[config.mk]
export PLATFORM = sky130hd
export DESIGN_NAME = mem_bus_ctrl
export DESIGN_NICKNAME = d
export VERILOG_FILES = /design/src/rtl/mem_bus_ctrl.sv
export SDC_FILE = /design/constraint.sdc
export NUM_CORES = 1
export LEC_CHECK = 0
export CORE_MARGIN = 3
export CORE_UTILIZATION = 42
export DETAILED_ROUTE_END_ITERATION = 7
export PLACE_DENSITY_LB_ADDON = 0.12
export SYNTH_ARGS = -nofsm -noshare
export SYNTH_HDL_FRONTEND = slang
export SYNTH_SLANG_ARGS = --single-unit
[constraint.sdc]
create_clock -name clk -period 11.3 [get_ports clk]
set_clock_uncertainty 0.15 [all_clocks]
set_input_delay 3.39 -clock clk [delete_from_list [all_inputs] [get_ports clk]]
set_output_delay 3.39 -clock clk [all_outputs]
set_load 0.05 [all_outputs]
[src/rtl/mem_bus_ctrl.sv]
// Two-master memory bus controller: round-robin arbitration, address decode into
// VGA/RAM windows and a req/ack device sequencer with timeout abort.
module mem_bus_ctrl #(
  parameter int unsigned word_width = 32,
  parameter int unsigned VGA_ADDR   = 224000,
  parameter int unsigned RAM_ADDR   = 1272576,
  parameter int unsigned TIMEOUT    = 255
) (
  input  logic                  clk,
  input  logic                  rst,
  input  logic                  m0_req,
  input  logic                  m0_we,
  input  logic [word_width-1:0] m0_addr,
  input  logic [word_width-1:0] m0_wdata,
  output logic                  m0_ack,
  output logic [word_width-1:0] m0_rdata,
  output logic                  m0_err,
  input  logic                  m1_req,
  input  logic                  m1_we,
  input  logic [word_width-1:0] m1_addr,
  input  logic [word_width-1:0] m1_wdata,
  output logic                  m1_ack,
  output logic [word_width-1:0] m1_rdata,
  output logic                  m1_err,
  output logic                  vga_req,
  output logic                  vga_we,
  output logic [word_width-1:0] vga_addr,
  output logic [word_width-1:0] vga_wdata,
  input  logic                  vga_ack,
  input  logic [word_width-1:0] vga_rdata,
  output logic                  ram_req,
  output logic                  ram_we,
  output logic [word_width-1:0] ram_addr,
  output logic [word_width-1:0] ram_wdata,
  input  logic                  ram_ack,
  input  logic [word_width-1:0] ram_rdata,
  output logic                  busy
);

  localparam int unsigned CW = (TIMEOUT < 2) ? 1 : $clog2(TIMEOUT);
  localparam logic [CW-1:0] CNT_LAST = CW'(TIMEOUT - 1);
  localparam logic [word_width-1:0] VGA_LIM = word_width'(VGA_ADDR);
  localparam logic [word_width-1:0] RAM_LIM = word_width'(RAM_ADDR);

  typedef enum logic [1:0] {IDLE, ISSUE, WAIT, RESP} state_t;
  typedef enum logic [1:0] {TGT_VGA, TGT_RAM, TGT_ERR} tgt_t;

  state_t                state;
  tgt_t                  tgt;
  logic                  gnt;
  logic                  last_grant;
  logic                  we_r;
  logic [word_width-1:0] off_r;
  logic [word_width-1:0] wdata_r;
  logic [CW-1:0]         cnt;

  logic                  sel;
  logic [word_width-1:0] sel_addr;
  tgt_t                  sel_tgt;
  logic [word_width-1:0] sel_off;
  logic                  dev_ack;
  logic [word_width-1:0] dev_rdata;
  logic                  timeout;
  logic                  resp_fire;
  logic                  resp_err;
  logic [word_width-1:0] resp_data;

  // On contention the master that was not granted last wins.
  always_comb begin
    sel      = (m0_req && m1_req) ? ~last_grant : m1_req;
    sel_addr = sel ? m1_addr : m0_addr;
    sel_tgt  = TGT_ERR;
    sel_off  = '0;
    if (sel_addr < VGA_LIM) begin
      sel_tgt = TGT_VGA;
      sel_off = sel_addr;
    end else if (sel_addr < RAM_LIM) begin
      sel_tgt = TGT_RAM;
      sel_off = sel_addr - VGA_LIM;
    end
  end

  // Only the granted device's ack counts, and only while waiting on it.
  always_comb begin
    dev_ack   = (tgt == TGT_RAM) ? ram_ack : ((tgt == TGT_VGA) ? vga_ack : 1'b0);
    dev_rdata = (tgt == TGT_RAM) ? ram_rdata : vga_rdata;
    timeout   = (cnt == CNT_LAST);
    resp_fire = ((state == ISSUE) && (tgt == TGT_ERR)) ||
                ((state == WAIT) && (dev_ack || timeout));
    resp_err  = !((state == WAIT) && dev_ack);
    resp_data = ((state == WAIT) && dev_ack && !we_r) ? dev_rdata : '0;
  end

  assign busy = (state != IDLE);

  always_ff @(posedge clk or posedge rst) begin
    if (rst) begin
      state      <= IDLE;
      tgt        <= TGT_ERR;
      gnt        <= 1'b0;
      last_grant <= 1'b1;
      we_r       <= 1'b0;
      off_r      <= '0;
      wdata_r    <= '0;
      cnt        <= '0;
      m0_ack     <= 1'b0;
      m0_err     <= 1'b0;
      m0_rdata   <= '0;
      m1_ack     <= 1'b0;
      m1_err     <= 1'b0;
      m1_rdata   <= '0;
      vga_req    <= 1'b0;
      vga_we     <= 1'b0;
      vga_addr   <= '0;
      vga_wdata  <= '0;
      ram_req    <= 1'b0;
      ram_we     <= 1'b0;
      ram_addr   <= '0;
      ram_wdata  <= '0;
    end else begin
      case (state)
        IDLE: begin
          if (m0_req || m1_req) begin
            gnt        <= sel;
            last_grant <= sel;
            tgt        <= sel_tgt;
            off_r      <= sel_off;
            we_r       <= sel ? m1_we : m0_we;
            wdata_r    <= sel ? m1_wdata : m0_wdata;
            state      <= ISSUE;
          end
        end
        ISSUE: begin
          cnt <= '0;
          if (tgt == TGT_ERR) begin
            state <= RESP;
          end else begin
            if (tgt == TGT_VGA) begin
              vga_req   <= 1'b1;
              vga_we    <= we_r;
              vga_addr  <= off_r;
              vga_wdata <= wdata_r;
            end else begin
              ram_req   <= 1'b1;
              ram_we    <= we_r;
              ram_addr  <= off_r;
              ram_wdata <= wdata_r;
            end
            state <= WAIT;
          end
        end
        WAIT: begin
          if (dev_ack || timeout) begin
            vga_req <= 1'b0;
            vga_we  <= 1'b0;
            ram_req <= 1'b0;
            ram_we  <= 1'b0;
            state   <= RESP;
          end else begin
            cnt <= cnt + 1'b1;
          end
        end
        RESP: begin
          m0_ack <= 1'b0;
          m0_err <= 1'b0;
          m1_ack <= 1'b0;
          m1_err <= 1'b0;
          state  <= IDLE;
        end
        default: state <= IDLE;
      endcase

      // Response is registered on the transition into RESP so ack/err/rdata line up.
      if (resp_fire) begin
        if (gnt) begin
          m1_ack   <= 1'b1;
          m1_err   <= resp_err;
          m1_rdata <= resp_data;
        end else begin
          m0_ack   <= 1'b1;
          m0_err   <= resp_err;
          m0_rdata <= resp_data;
        end
      end
    end
  end

endmodule

# Word-level counts from Yosys, hierarchy flattened
# Index checks and enable logic that the tools add are counted.
# classes
bitwise_logic	4
mux	43
addsub	2
n_reduce_logical	23
order_cmp	2
eq_ne	12
# ops
operator	count
32-bit 2-to-1 mux	6
32-bit by 18-bit less-than comparator with 1-bit output, second input constant	1
32-bit by 21-bit less-than comparator with 1-bit output, second input constant	1
32-bit by 18-bit subtractor with 32-bit output, second input constant	1
1-bit 2-to-1 mux	26
8-bit one-hot mux with 2 select lines	1
2-bit != test, second input constant	5
2-bit AND reduction	5
8-bit by 1-bit adder with 8-bit output, second input constant	1
8-bit equality test, second input constant	1
2-bit 2-to-1 mux	4
8-bit 2-to-1 mux	1
1-bit one-hot mux with 2 select lines	4
2-bit one-hot mux with 4 select lines	1
4-bit AND reduction	2
2-bit equality test, second input constant	3
3-bit AND reduction	2
1-bit logical AND	5
2-bit by 1-bit equality test with 1-bit output, second input constant	2
2-bit logical NOT	2
1-bit NOT	4
2-bit nonzero test	2
1-bit logical OR	3
1-bit logical NOT	2
2-bit by 1-bit != test with 1-bit output, second input constant	1
# totals
word_cells	108
out_inout_bits	201
reg_bits	279

# Depth between registers and ports, before layout
# Gate-level depths: netlist (run 1).
# logic_depth
word_depth	7
ltp_mapped	15
mapped_depth_nobuf	12

# Worst setup path after synthesis (run 1)
# OpenSTA, ideal clock, no wires.
# synth_path
kind	input to register
from	in m1_req
to	reg off_r[11]
setup_slack_ps	5163
required_time_ps	11029
arrival_time_ps	5866
stages	15
path_cell_list	a21boi_4 > buf_6 > buf_4 > buf_4 > nand2_1 > nand2_1 > ha_1 > o21ai_2 > a2111oi_4 > a21oi_2 > o21a_2 > o311ai_4 > buf_6 > a31oi_1 > a22o_1
# synth_between
elab_chain_len	6
# synth_lines
element	line	source
start, declared	18	input logic m1_req,
1-bit logical AND	70	sel = (m0_req && m1_req) ? ~last_grant : m1_req;
1-bit 2-to-1 mux	70	
32-bit 2-to-1 mux	71	sel_addr = sel ? m1_addr : m0_addr;
32-bit by 18-bit subtractor with 32-bit output / 32-bit by 21-bit less-than comparator with 1-bit output (equally long branches)	79, 77	
32-bit 2-to-1 mux	77	end else if (sel_addr < RAM_LIM) begin
32-bit 2-to-1 mux	74	if (sel_addr < VGA_LIM) begin
end signal, assigned	127	off_r <= sel_off;
end, declared	53	logic [word_width-1:0] off_r;
# Parallel ways exist; a longest one is shown, timed or not.
# A chain may end at the register's enable or synchronous reset.

# Worst setup path after layout (run 1)
# layout_path
from	in m0_req
to	reg off_r[9]
# layout_between
elab_chain_len	6
# layout_lines
element	line	source
start, declared	11	input logic m0_req,
1-bit logical AND	70	
1-bit 2-to-1 mux	70	
32-bit 2-to-1 mux	71	
32-bit by 18-bit subtractor with 32-bit output / 32-bit by 21-bit less-than comparator with 1-bit output (equally long branches)	79, 77	
32-bit 2-to-1 mux	77	
32-bit 2-to-1 mux	74	
# Parallel ways exist; a longest one is shown, timed or not.

==> results.md, run 1 <==
* Status: finished, final reports clean
* Final Hold Fails at 0
* Area growth, synth to finish at 43.9%
* Die Area at approximately 0.031 mm^2
* Final Max Slew Viols at 0
* Crit. End Element: register
* Antenna violations before repair at 3
* Pre-antenna DRT Iters at 5
* Bufs and invs on worst path at 1
* Initial drt markers at 315
* Avg Cell Area, Syn at 12.2 um^2
* Slew @ Worst Pin at between 1 and 1.5 ns
* Post-Synth Simple-Gate Area at 8.58%
* Sequential area share after synthesis at between 50% and 60%
* Setup_tns at 0 ns
* Number of nets produced by synthesis at approximately 1200
* Cells along the critical path: clkdlybuf4s50_1, nand2_1, nand2_1, nand2_1, nand2_1, ha_1, o21ai_0, a211oi_1, a21oi_2, o21a_2, o311ai_4, nor2_1, a221o_1
* Synthesis Warnings at 0
* WS Path Type: input pin to register
* Max Clock Freq at 148 MHz
* Mux cell area share after synthesis at 22.3%
* Dpl hpwl at 24500 um
* Compound-gate portion of the synthesized area at 7.12%
* Layout cells sized above 1 at 19.3%
* Post-CTS Hold Buffers at 0
* Post-CTS setup buffers at 0
* Mapped Cells at 994
* Setup crit start kind: input pin
* Pin count of the biggest net entering global routing at 144
* R2R cell count at 12
* CTS Buf Count at 30
* Gpl congestion at a little under 0.9
* Relative slew margins at 27.4%
* Clock Tree Buf Depth at 3
* Largest family of logic cells by synthesized area: multiplexers
* Core area at 0.0281 mm^2
* Num ports at 401
* Vias in the first global route at 9118
* Fin crit period at around 6.8 ns
* Row cnt at between 60 and 70
* CP top delay family: compound AO/OA/AOI/OAI gates
* Grt total ovfl at 0
* Crit path depth at 13
* Non-Filler Instances at 1779
* Pwr Total at between 2 and 3 mW
* Worst skew pair latency at 0.54 ns
* RSZ-0062 raised after global routing: false
* Root buf cell: clkbuf_16
* # Max-Cap Violations at 0
* Die Width at 176 um
* PD cells at 153 mW/mm^2
* CTS sink count at roughly 280
* IO Port Bufs at 400
* All-layer global routing usage at 21.4%
* CP dominant cell by count: nand2_1
* Post-Syn Area at 0.0121 mm^2
* Design Area, Final at 0.0175 mm^2
* DR vias/cell at ~5.0
* Most frequent cells in the layout: clkdlybuf4s50_1 (400), dfrtp_1 (277), mux2_2 (193)
* Hold Crit Depth at 2
* Setup-failing EPs final at 0
* Post-CTS sizing at 0
* CTS clk-pin slew, worst paths at 0.06 ns
* Slowest CP cell: o311ai_4
* DRC violations left at 0
* Leakage at 8.06 nW
* Synth unique cells at 56
* First-pass GRT wire length at 52600 um
* CTS tree: done
* Worst path arrival time at 7.02 ns
* Routed length per instance at 19.1 um
* Xor-xnor portion of the synthesized cell area at less than 1%
* Die H at approximately 180 um
* Adder-Cell Fraction of Synth Area at 0.722%
* Starting Density at 43.2%
* Most common cell after layout, fill and taps aside: clkdlybuf4s50_1
* Nets at 1586
* Register area at ~0.007 mm^2
* FILL cells at 2288
* ANT nets after route at 0
* Crit path max fanout at 23
* IR Drop Worst-Case VDD at 0.0889 mV
* Vias at 8981
* Worst path required time at approximately 12 ns
* Worst Hold Class: register to register
* Crit-path max cell delay at 0.85 ns
* Crit share post-route at about three fifths
* H-Tree Depth at 1
* Cells after DPL at 1725
* Routed WL at 34000 um
* Post-DP Area at 0.0164 mm^2
* Multi-input logic area at between 0.004 and 0.005 mm^2
* FF+latch count, synth at 279
## routing by layer
metal  GRT usage, %  routed length, um  share of wire (%)
met3           7.18               3320                9.8
met1           26.4              13400                 39
met5              0                 27              0.079
met4           3.73                346                1.0
met2           37.2              17000                 50
## layout make-up
| cell class | count | share of cell area, % |
|---|---|---|
| Multi-Input combinational cell | 651 | 27.8 |
| Antenna cell | 2 | 0.0287 |
| Inverter | 10 | 0.258 |
| Clock buffer | 45 | 5.32 |
| Tap cell | 378 | 2.71 |
| Sequential cell | 279 | 40.0 |
| Timing Repair Buffer | 407 | 23.3 |
| Clock inverter | 7 | 0.574 |
## path summary, 6_finish.rpt
check / start / to / slack [ns]
max reg2reg: last_grant / off_r[9] / 7.47
min reg2reg: wdata_r[20] / wdata_r[20] / 0.34
min in group asynchronous: rst / m1_rdata[23] / 3.29
min: wdata_r[20] / wdata_r[20] / 0.34
max: m0_req / off_r[9] / 4.55
max in group asynchronous: rst / ram_wdata[19] / 6.44
## cell families after synthesis
family	after synthesis
fa+ha+maj	7
buf+inv	64
xor+xnor	13
flops	279
compound gates	144
mux	246
simple gates	241
## cells in the mapped netlist, drive strengths merged
cell type | count | area share (%)
a2111oi | 1 | 0.23
a211oi | 1 | 0.062
a21boi | 2 | 0.22
a21o | 1 | 0.062
a21oi | 46 | 2.0
a221o | 1 | 0.083
a221oi | 1 | 0.072
a22o | 4 | 0.29
a311oi | 1 | 0.072
a31o | 2 | 0.14
a31oi | 2 | 0.10
and2 | 7 | 0.36
and3 | 4 | 0.21
buf | 22 | 1.4
clkbuf | 32 | 1.0
dfrtp | 277 | 57
dfstp | 2 | 0.43
ha | 7 | 0.72
inv | 10 | 0.31
mux2 | 194 | 18
mux2i | 52 | 4.3
nand2 | 156 | 4.8
nand2b | 3 | 0.15
nand3 | 15 | 0.62
nand3b | 2 | 0.12
nand4 | 4 | 0.26
nand4b | 1 | 0.072
nor2 | 26 | 0.85
nor2b | 5 | 0.26
nor3 | 9 | 0.37
nor3b | 2 | 0.12
nor4 | 2 | 0.10
o2111ai | 1 | 0.072
o21a | 1 | 0.072
o21ai | 74 | 3.1
o21bai | 1 | 0.062
o22ai | 2 | 0.15
o311ai | 1 | 0.22
o31ai | 1 | 0.062
o32ai | 1 | 0.072
or2 | 1 | 0.052
or3 | 4 | 0.21
xnor2 | 6 | 0.43
xor2 | 7 | 0.51
## worst min-delay path, cell delays in order (launching register included)
cell	delay, ns
dfrtp_1	0.35
nand2_1	0.05
o21ai_0	0.06
## power by group
group	total (mW)	internal, mW	switching, mW	leakage [nW]
Combinational	0.532	0.218	0.314	3.74
Clock	0.998	0.609	0.388	0.510
Sequential	1.15	1.08	0.0654	3.81
## flip-flops by register name, indices dropped and copies added, names as in the netlist, 2 cells and up
register,flops
state,2
tgt,2
ram_addr,32
wdata_r,32
m0_rdata,32
m1_rdata,32
off_r,32
vga_wdata,32
ram_wdata,32
cnt,8
vga_addr,32
## per-stage QoR
stage | setup slack (ns) | hold slack, ns | utilization (%)
floorplan | 0.0695 | 0.301 | -
global placement | 4.08 | 0.331 | 58.5
detailed placement | 3.98 | 0.339 | 58.5
CTS | 4.56 | 0.352 | 62.1
global route | 4.22 | 0.362 | 62.1
finish | 4.55 | 0.345 | 62.1
Note: power is estimated with default switching activity, not from simulation.
==> inputs of run 2 (changes only) <==
Settings changed: CORE_UTILIZATION 42 to 46.
Clock period 11.3 ns to 7 ns, I/O delays scaled along.
==> run 2 against run 1 <==
Critical path depth up 1. Combinational power up 62%. Global-route usage up 2.0 points. Cell count down 2.4%. Wire length up 1.3%. Count of clock-buffer cells in the layout down 6. Die area down 8.4%. Worst hold slack better by 0.00053 ns. Final area down 0.26%. Clock power up 60%.
==> results.md, run 2 (synthesized netlist as in run 1, its figures left out) <==
* Status: finished, final reports clean
* Most frequent cells in the layout: clkdlybuf4s50_1 (400), dfrtp_1 (277), mux2_2 (193)
* Worst skew pair latency at 0.54 ns
* Vias at 9015
* Slew @ Worst Pin at 1.05 ns
* Bufs and invs on worst path at 2
* Clock power frac at a little under two fifths
* Final Max Slew Viols at 0
* Core area at 0.0255 mm^2
* IO Port Bufs at 400
* Layout cells sized above 1 at 19.5%
* Relative slew margins at between 20% and 30%
* CTS sink count at between 200 and 300
* CP top delay family: compound AO/OA/AOI/OAI gates
* Crit share post-route at roughly 75%
* Setup crit start kind: input pin
* Cells along the critical path: clkdlybuf4s50_1, nand2_1, nand2_1, nand2_1, nand2_1, ha_1, o21ai_0, a211oi_1, a21oi_2, o21a_2, o311ai_4, buf_4, a21oi_2, a22o_1
* ANT nets after route at 0
* Clock Tree Buf Depth at 3
* Final Hold Fails at 0
* Most common cell after layout, fill and taps aside: clkdlybuf4s50_1
* Vias in the first global route at between 9000 and 10000
* Leakage at 8.07 nW
* Row cnt at 58
* Final core area utilization at between 60 and 70%
* Num ports at 401
* Setup_tns at 0 ns
* Die Width at around 170 um
* PD cells at 248 mW/mm^2
* Worst R2R Setup Slack at ~3.4 ns
* Fin crit period at 5.22 ns
* H-Tree Depth at 1
* Post-CTS setup buffers at 0
* Worst path arrival time at between 5 and 6 ns
* Die H at 168 um
* WS Path Type: input pin to register
* Root buf cell: clkbuf_16
* Logic pwr share at between 10% and 20%
* Cells after DPL at 1682
* DR vias/cell at 5.19
* Gpl congestion at around 0.87
* Die Area at 0.0284 mm^2
* Switching share of power at roughly 29%
* Worst path required time at around 7.3 ns
* Initial drt markers at approximately 510
* Post-CTS sizing at 0
* Starting Density at 47.5%
* Max Clock Freq at around 190 MHz
* CTS Buf Count at 30
* Antenna violations before repair at 2
* DRC violations left at 0
* All-layer global routing usage at 23.5%
* RSZ-0062 raised after global routing: false
* Crit. End Element: register
* IR Drop Worst-Case VDD at about 0.18 mV
* Routed length per instance at between 15 and 20 um
* Seq pwr share at a little over two fifths
* Crit-path max cell delay at 0.64 ns
* Area growth, synth to finish at 43.5%
* Slowest CP cell: clkdlybuf4s50_1
* # Max-Cap Violations at 0
* CTS tree: done
* Crit path max fanout at 13
* Nets at 1591
* First-pass GRT wire length at 52900 um
* Setup-failing EPs final at 0
* CTS clk-pin slew, worst paths at 0.06 ns
* Pre-antenna DRT Iters at 4
* Switch Pwr at 1.24 mW
* Non-Filler Instances at 1736
* Dpl hpwl at 25000 um
* Grt total ovfl at 0
* Post-CTS Hold Buffers at 0
* Worst Hold Class: register to register
* CP dominant cell by count: nand2_1
* Routed WL at 34400 um
* Int Power at roughly 3 mW
* Pin count of the biggest net entering global routing at 128
==> run 2: changes by cell type in the layout (fill, tap and decap cells not counted), moves of 2 or more <==
cell and change:
clkbuf_1 +2, clkinv_2 +6, buf_4 +4, clkbuf_8 -8, bufinv_16 +2
==> run 2: worst paths after layout <==
check	cells past startpoint	end	from
max	14	off_r[14]	m0_req
min	2	off_r[4]	off_r[4]
max reg2reg	13	off_r[14]	last_grant
min reg2reg	2	off_r[4]	off_r[4]
max in group asynchronous	3	vga_wdata[25]	rst
min in group asynchronous	2	ram_addr[26]	rst
==> run 2: metrics by stage <==
step	power, mW	setup slack [ns]	cell area, um^2	hold slack [ns]
floorplan	2.43	1.06	12100	0.301
CTS	4.35	1.80	17400	0.351
detailed placement	2.75	1.23	16400	0.337
finish	4.31	1.78	17400	0.345
global route	4.52	1.45	17400	0.363
global placement	2.73	1.32	16400	0.330
==> run 2: final cells by class <==
cell class / count / area, um^2
clock inverter: 14 / 174
antenna: 1 / 2.50
sequential: 279 / 6980
timing repair buffer: 412 / 4120
clock buffer: 39 / 826
tap: 330 / 413
multi-input combinational: 651 / 4850
inverter: 10 / 41.3
fill: 1957 / 8140
==> run 2: worst min-delay path, stage by stage (launching register included) <==
cell and delay [ns]:
dfrtp_1 0.35, nand2_1 0.05, o21ai_0 0.06
==> run 2: power by group through the flow <==
| stage | logic, mW | registers [mW] | clock network, mW |
|---|---|---|---|
| 2_1_floorplan | 0.515 | 1.92 | 0 |
| 3_3_place_gp | 0.856 | 1.87 | 0 |
| 3_5_place_dp | 0.866 | 1.88 | 0 |
| 4_1_cts | 0.869 | 1.85 | 1.63 |
| 5_1_grt | 0.942 | 1.87 | 1.70 |
| 6_report | 0.860 | 1.86 | 1.60 |
==> run 2: layer usage <==
layer / share of wire (%) / track usage (%) / vias to the layer above
met4: 1.8 / 5.44 / 2
li1: - / - / 4256
met2: 49 / 39.9 / 331
met5: 0.038 / 0 / -
met3: 8.4 / 6.72 / 40
met1: 40 / 29.9 / 4386
==> edit 1: new RTL, config.mk and constraints of run 1 <==
`word_width`: 32 -> 16.
--- a/src/rtl/mem_bus_ctrl.sv
+++ b/src/rtl/mem_bus_ctrl.sv
@@ -1,7 +1,7 @@
 // Two-master memory bus controller: round-robin arbitration, address decode into
 // VGA/RAM windows and a req/ack device sequencer with timeout abort.
 module mem_bus_ctrl #(
-  parameter int unsigned word_width = 32,
+  parameter int unsigned word_width = 16,
   parameter int unsigned VGA_ADDR   = 224000,
   parameter int unsigned RAM_ADDR   = 1272576,
   parameter int unsigned TIMEOUT    = 255
Interface: changed (12 resized); port bits go from 401 to 209. The function was not compared with the original's and may differ.
==> edit 1 against run 1 <==
First-iteration DRC count down 21%. Power down 19%. Clock power down 50%. Synthesized area down 57%. Sequential cell count down 161. Wire length down 62%. Worst setup slack better by 1100 ps. Design area down 57%. Cell count down 53%. Worst hold slack worse by 32 ps. Largest cell class unchanged.
==> edit 1: results (changes against run 1) <==
metric;value;unit;change
critical hold path startpoint;off_r[4];;was wdata_r[20]
number of antenna violations at the first check in global routing;0;;was 3
Antenna Cells;0;;was 2
xor/xnor share of the synthesized area;0;%;was 0.9387%
result of the run;finished clean;;unchanged
area fraction in compound gates after synthesis;15.45;%;was 7.118%
maximum fanout count along the critical path;7;;was 23
slowest stage delay, CP;800;ps;was 850 ps
vias post-DR;4205;;was 8,981
met2 usage;29.72;%;was 37.25%
Detail Route met3 WL;1053;µm;was 3318 µm
global-route wire length before repair;21200;µm;was 52,600 µm
post-synthesis area per instance;10.46;µm²;was 12.20 µm²
dominant delay contributor by cell family on the critical path;buffers and inverters;;was compound AO/OA/AOI/OAI gates
instance count after placement with tap cells included;808;;was 1,725
Clk Latency, worst-skew pair;410;ps;was 540 ps
Net count, final;769;;was 1,586
highest routed metal layer;met4;;was met5
average wire per standard cell;15.21;µm;was 19.12 µm
Routed met2 length;5929;µm;was 16,960 µm
static leakage;3.393;nW;was 8.057 nW
met3 layer usage reported by global route;6.920;%;was 7.183%
pin count of the biggest net entering global routing;69;;was 144
Max-Slew Margin vs Limit;20.79;%;was 27.38%
routability congestion estimate from global placement;0.7526;;was 0.8812
edit 1: power breakdown:
part / switching, W / internal, W / total [W]
clock network: 0.000184 / 0.000317 / 0.000501
logic: 0.000650 / 0.000336 / 0.000986
registers: 0.0000910 / 0.000586 / 0.000677
edit 1: cell type report:
type,count,area (µm²),share of cell area [%]
clock buffer,23,478.0,6.435
clock inverter,8,75.07,1.011
inverter,8,32.53,0.4380
multi-input combinational,349,2039,27.46
sequential,118,2955,39.79
tap,168,210.2,2.830
timing repair buffer,165,1637,22.04
edit 1: cells by family (layout without fill, tap and decap cells):
group	Yosys count	count (layout)
simple gates	187	187
flops	118	118
other cells	1	32
compound gates	105	105
mux	19	19
fa+ha+maj	6	6
buf+inv	68	204
edit 1: worst paths after layout:
check	to	slack, ps	depth (start not counted)
max in group asynchronous	m1_ack	6430	3
min	vga_addr[4]	310	2
min reg2reg	vga_addr[4]	310	2
max reg2reg	m0_rdata[3]	8710	6
max	busy	5640	4
min in group asynchronous	m1_rdata[12]	3300	2
==> edit 2: new RTL, flow settings as in run 1 <==
Without the edit above. Reset style: synchronous (`rst`), changed in one clocked block.
--- a/src/rtl/mem_bus_ctrl.sv
+++ b/src/rtl/mem_bus_ctrl.sv
@@ -93,7 +93,7 @@
 
   assign busy = (state != IDLE);
 
-  always_ff @(posedge clk or posedge rst) begin
+  always_ff @(posedge clk) begin
     if (rst) begin
       state      <= IDLE;
       tgt        <= TGT_ERR;
Check against the original RTL: differs if rst is asserted again (counterexample within 4 cycles, from zero or initial values and one cycle with rst high); with rst held inactive, the same outputs for 4 cycles.
==> edit 2 against run 1 <==
Power decreased by 5.8%. Critical endpoint is now off_r[10]. Sequential cell count unchanged. Design area decreased by 4.7%. Synthesized area decreased by 5.3%. Worst setup slack got worse by 220 ps. Critical path type unchanged. Wire length increased by 13%. Via count increased by 28%. Maximum frequency decreased by 3.2%.
==> edit 2: results (changes against run 1) <==
metric;value;unit;change
vias post-DR;11510;;was 8,981
result of the run;finished clean;;unchanged
async set-reset flop share out of synthesis;0;%;was 100.0%
ranking of synthesized cells by instance count;nand2_1 (590), dfxtp_1 (279), a21oi_1 (244);;was dfrtp_1 (277), mux2_2 (193), nand2_1 (156)
Clk Latency, worst-skew pair;540;ps;about the same
number of clock buffers inserted by TritonCTS;29;;was 30
Max-Slew Margin vs Limit;41.46;%;was 27.38%
length of the first detailed-routing pass in iterations;5;;unchanged
pin count of the biggest net entering global routing;106;;was 144
routed wire length;38440;µm;was 34,010 µm
average wire per standard cell;17.42;µm;was 19.12 µm
post-synthesis cell count;1511;;was 994
post-synthesis net count;1718;;was 1,201
number of antenna violations at the first check in global routing;2;;was 3
static leakage;5.883;nW;was 8.057 nW
number of DRC markers after the initial detailed-route iteration;765;;was 315
Distinct cells, synth;63;;was 56
leading post-synthesis cells by cell area;dfxtp_1 (49%), nand2_1 (19%), a21oi_1 (11%);;was dfrtp_1 (57%), mux2_2 (18%), nand2_1 (4.8%)
cell with the biggest individual delay on the critical path;a21bo_4;;was o311ai_4
Net count, final;2058;;was 1,586
share of cells above drive strength 1;5.241;%;was 19.30%
Worst VDD drop;0.00009091;V;was 0.00008893 V
maximum fanout count along the critical path;58;;was 23
routability congestion estimate from global placement;0.9022;;was 0.8812
pre-CTS worst setup slack;3810;ps;was 3975 ps
slowest stage delay, CP;730;ps;was 850 ps
instance count after placement with tap cells included;2155;;was 1,725
Data arrival, critical path;7220;ps;was 7020 ps
global-route wire length before repair;57570;µm;was 52,600 µm
area after detailed placement;0.01562;mm²;was 0.01642 mm²
All-Layer GR Usage;24.28;%;was 21.42%
sequential cell area fraction in the yosys report;48.60;%;was 57.58%
setup slack, reg-to-reg;7390;ps;was 7470 ps
via count of the first global-routing pass;10580;;was 9,118
detailed placement HPWL;26980;µm;was 24,540 µm
Worst R2R End;off_r[10];;was off_r[9]
number of cells on the worst reg-to-reg path;11;;was 12
dominant delay contributor by cell family on the critical path;compound AO/OA/AOI/OAI gates;;unchanged
setup slack after layout;4326;ps;was 4549 ps
dominant synthesized flop cell;dfxtp_1;;was dfrtp_1
setup fix buffers added after clock tree synthesis;0;;unchanged
startpoint of the lowest-slack register-to-register path;last_grant;;unchanged
instance count along the most critical hold path;2;;unchanged
top-area cell type share of the netlist area;48.60;%;was 57.15%
==> edit 2: cell count changes in the layout (fill, tap and decap cells not counted), moves of 10 or more <==
cell / delta
a311oi_1: +33
nand2_1: +433
buf_4: +10
nand3_1: -12
dfxtp_1: +279
a21oi_1: +199
o21ai_0: -52
dfrtp_1: -277
nor2_1: +57
a22oi_1: +15
mux2i_1: -40
mux2_2: -187
==> edit 2: power by group <==
group          switching, W  internal [W]
Clock              0.000383      0.000613
Sequential        0.0000469       0.00104
Combinational      0.000268      0.000170
==> edit 2: how the worst min path moves through the flow <==
stage	endpoint	from	slack [ps]
after floorplan	off_r[27]	off_r[27]	290
after global placement	vga_addr[0]	vga_addr[0]	290
after detailed placement	ram_wdata[17]	ram_wdata[17]	300
after CTS	ram_wdata[17]	ram_wdata[17]	300
after global routing	m1_rdata[26]	m1_rdata[26]	320
final	vga_wdata[2]	vga_wdata[2]	300
==> edit 2: kinds of logic after synthesis <==
group | share of synthesized area, %
AOI/OAI and AO/OA | 18.72
xor gates and xnor gates | 1.067
adders and majority gates | 0.7621
buffers and inverters | 4.017
DFF | 48.60
muxes | 1.633
and+or+nand+nor | 25.20
==> edit 2: cell type report <==
type	count	area (µm²)
clock buffer	45	905.9
inverter	7	26.28
fill	2345	9868
sequential	279	5585
antenna	2	5.005
multi-input combinational	1118	5466
timing repair buffer	416	4125
clock inverter	5	100.1
tap	335	419.2
==> edit 2: metal layers <==
metal | global-route usage, % | vias up | wire length (µm)
met1 | 30.13 | 5356 | 15870
li1 | - | 5689 | -
met3 | 5.263 | 53 | 2996
met5 | 0 | - | 0
met2 | 42.53 | 416 | 18600
met4 | 7.103 | 0 | 975
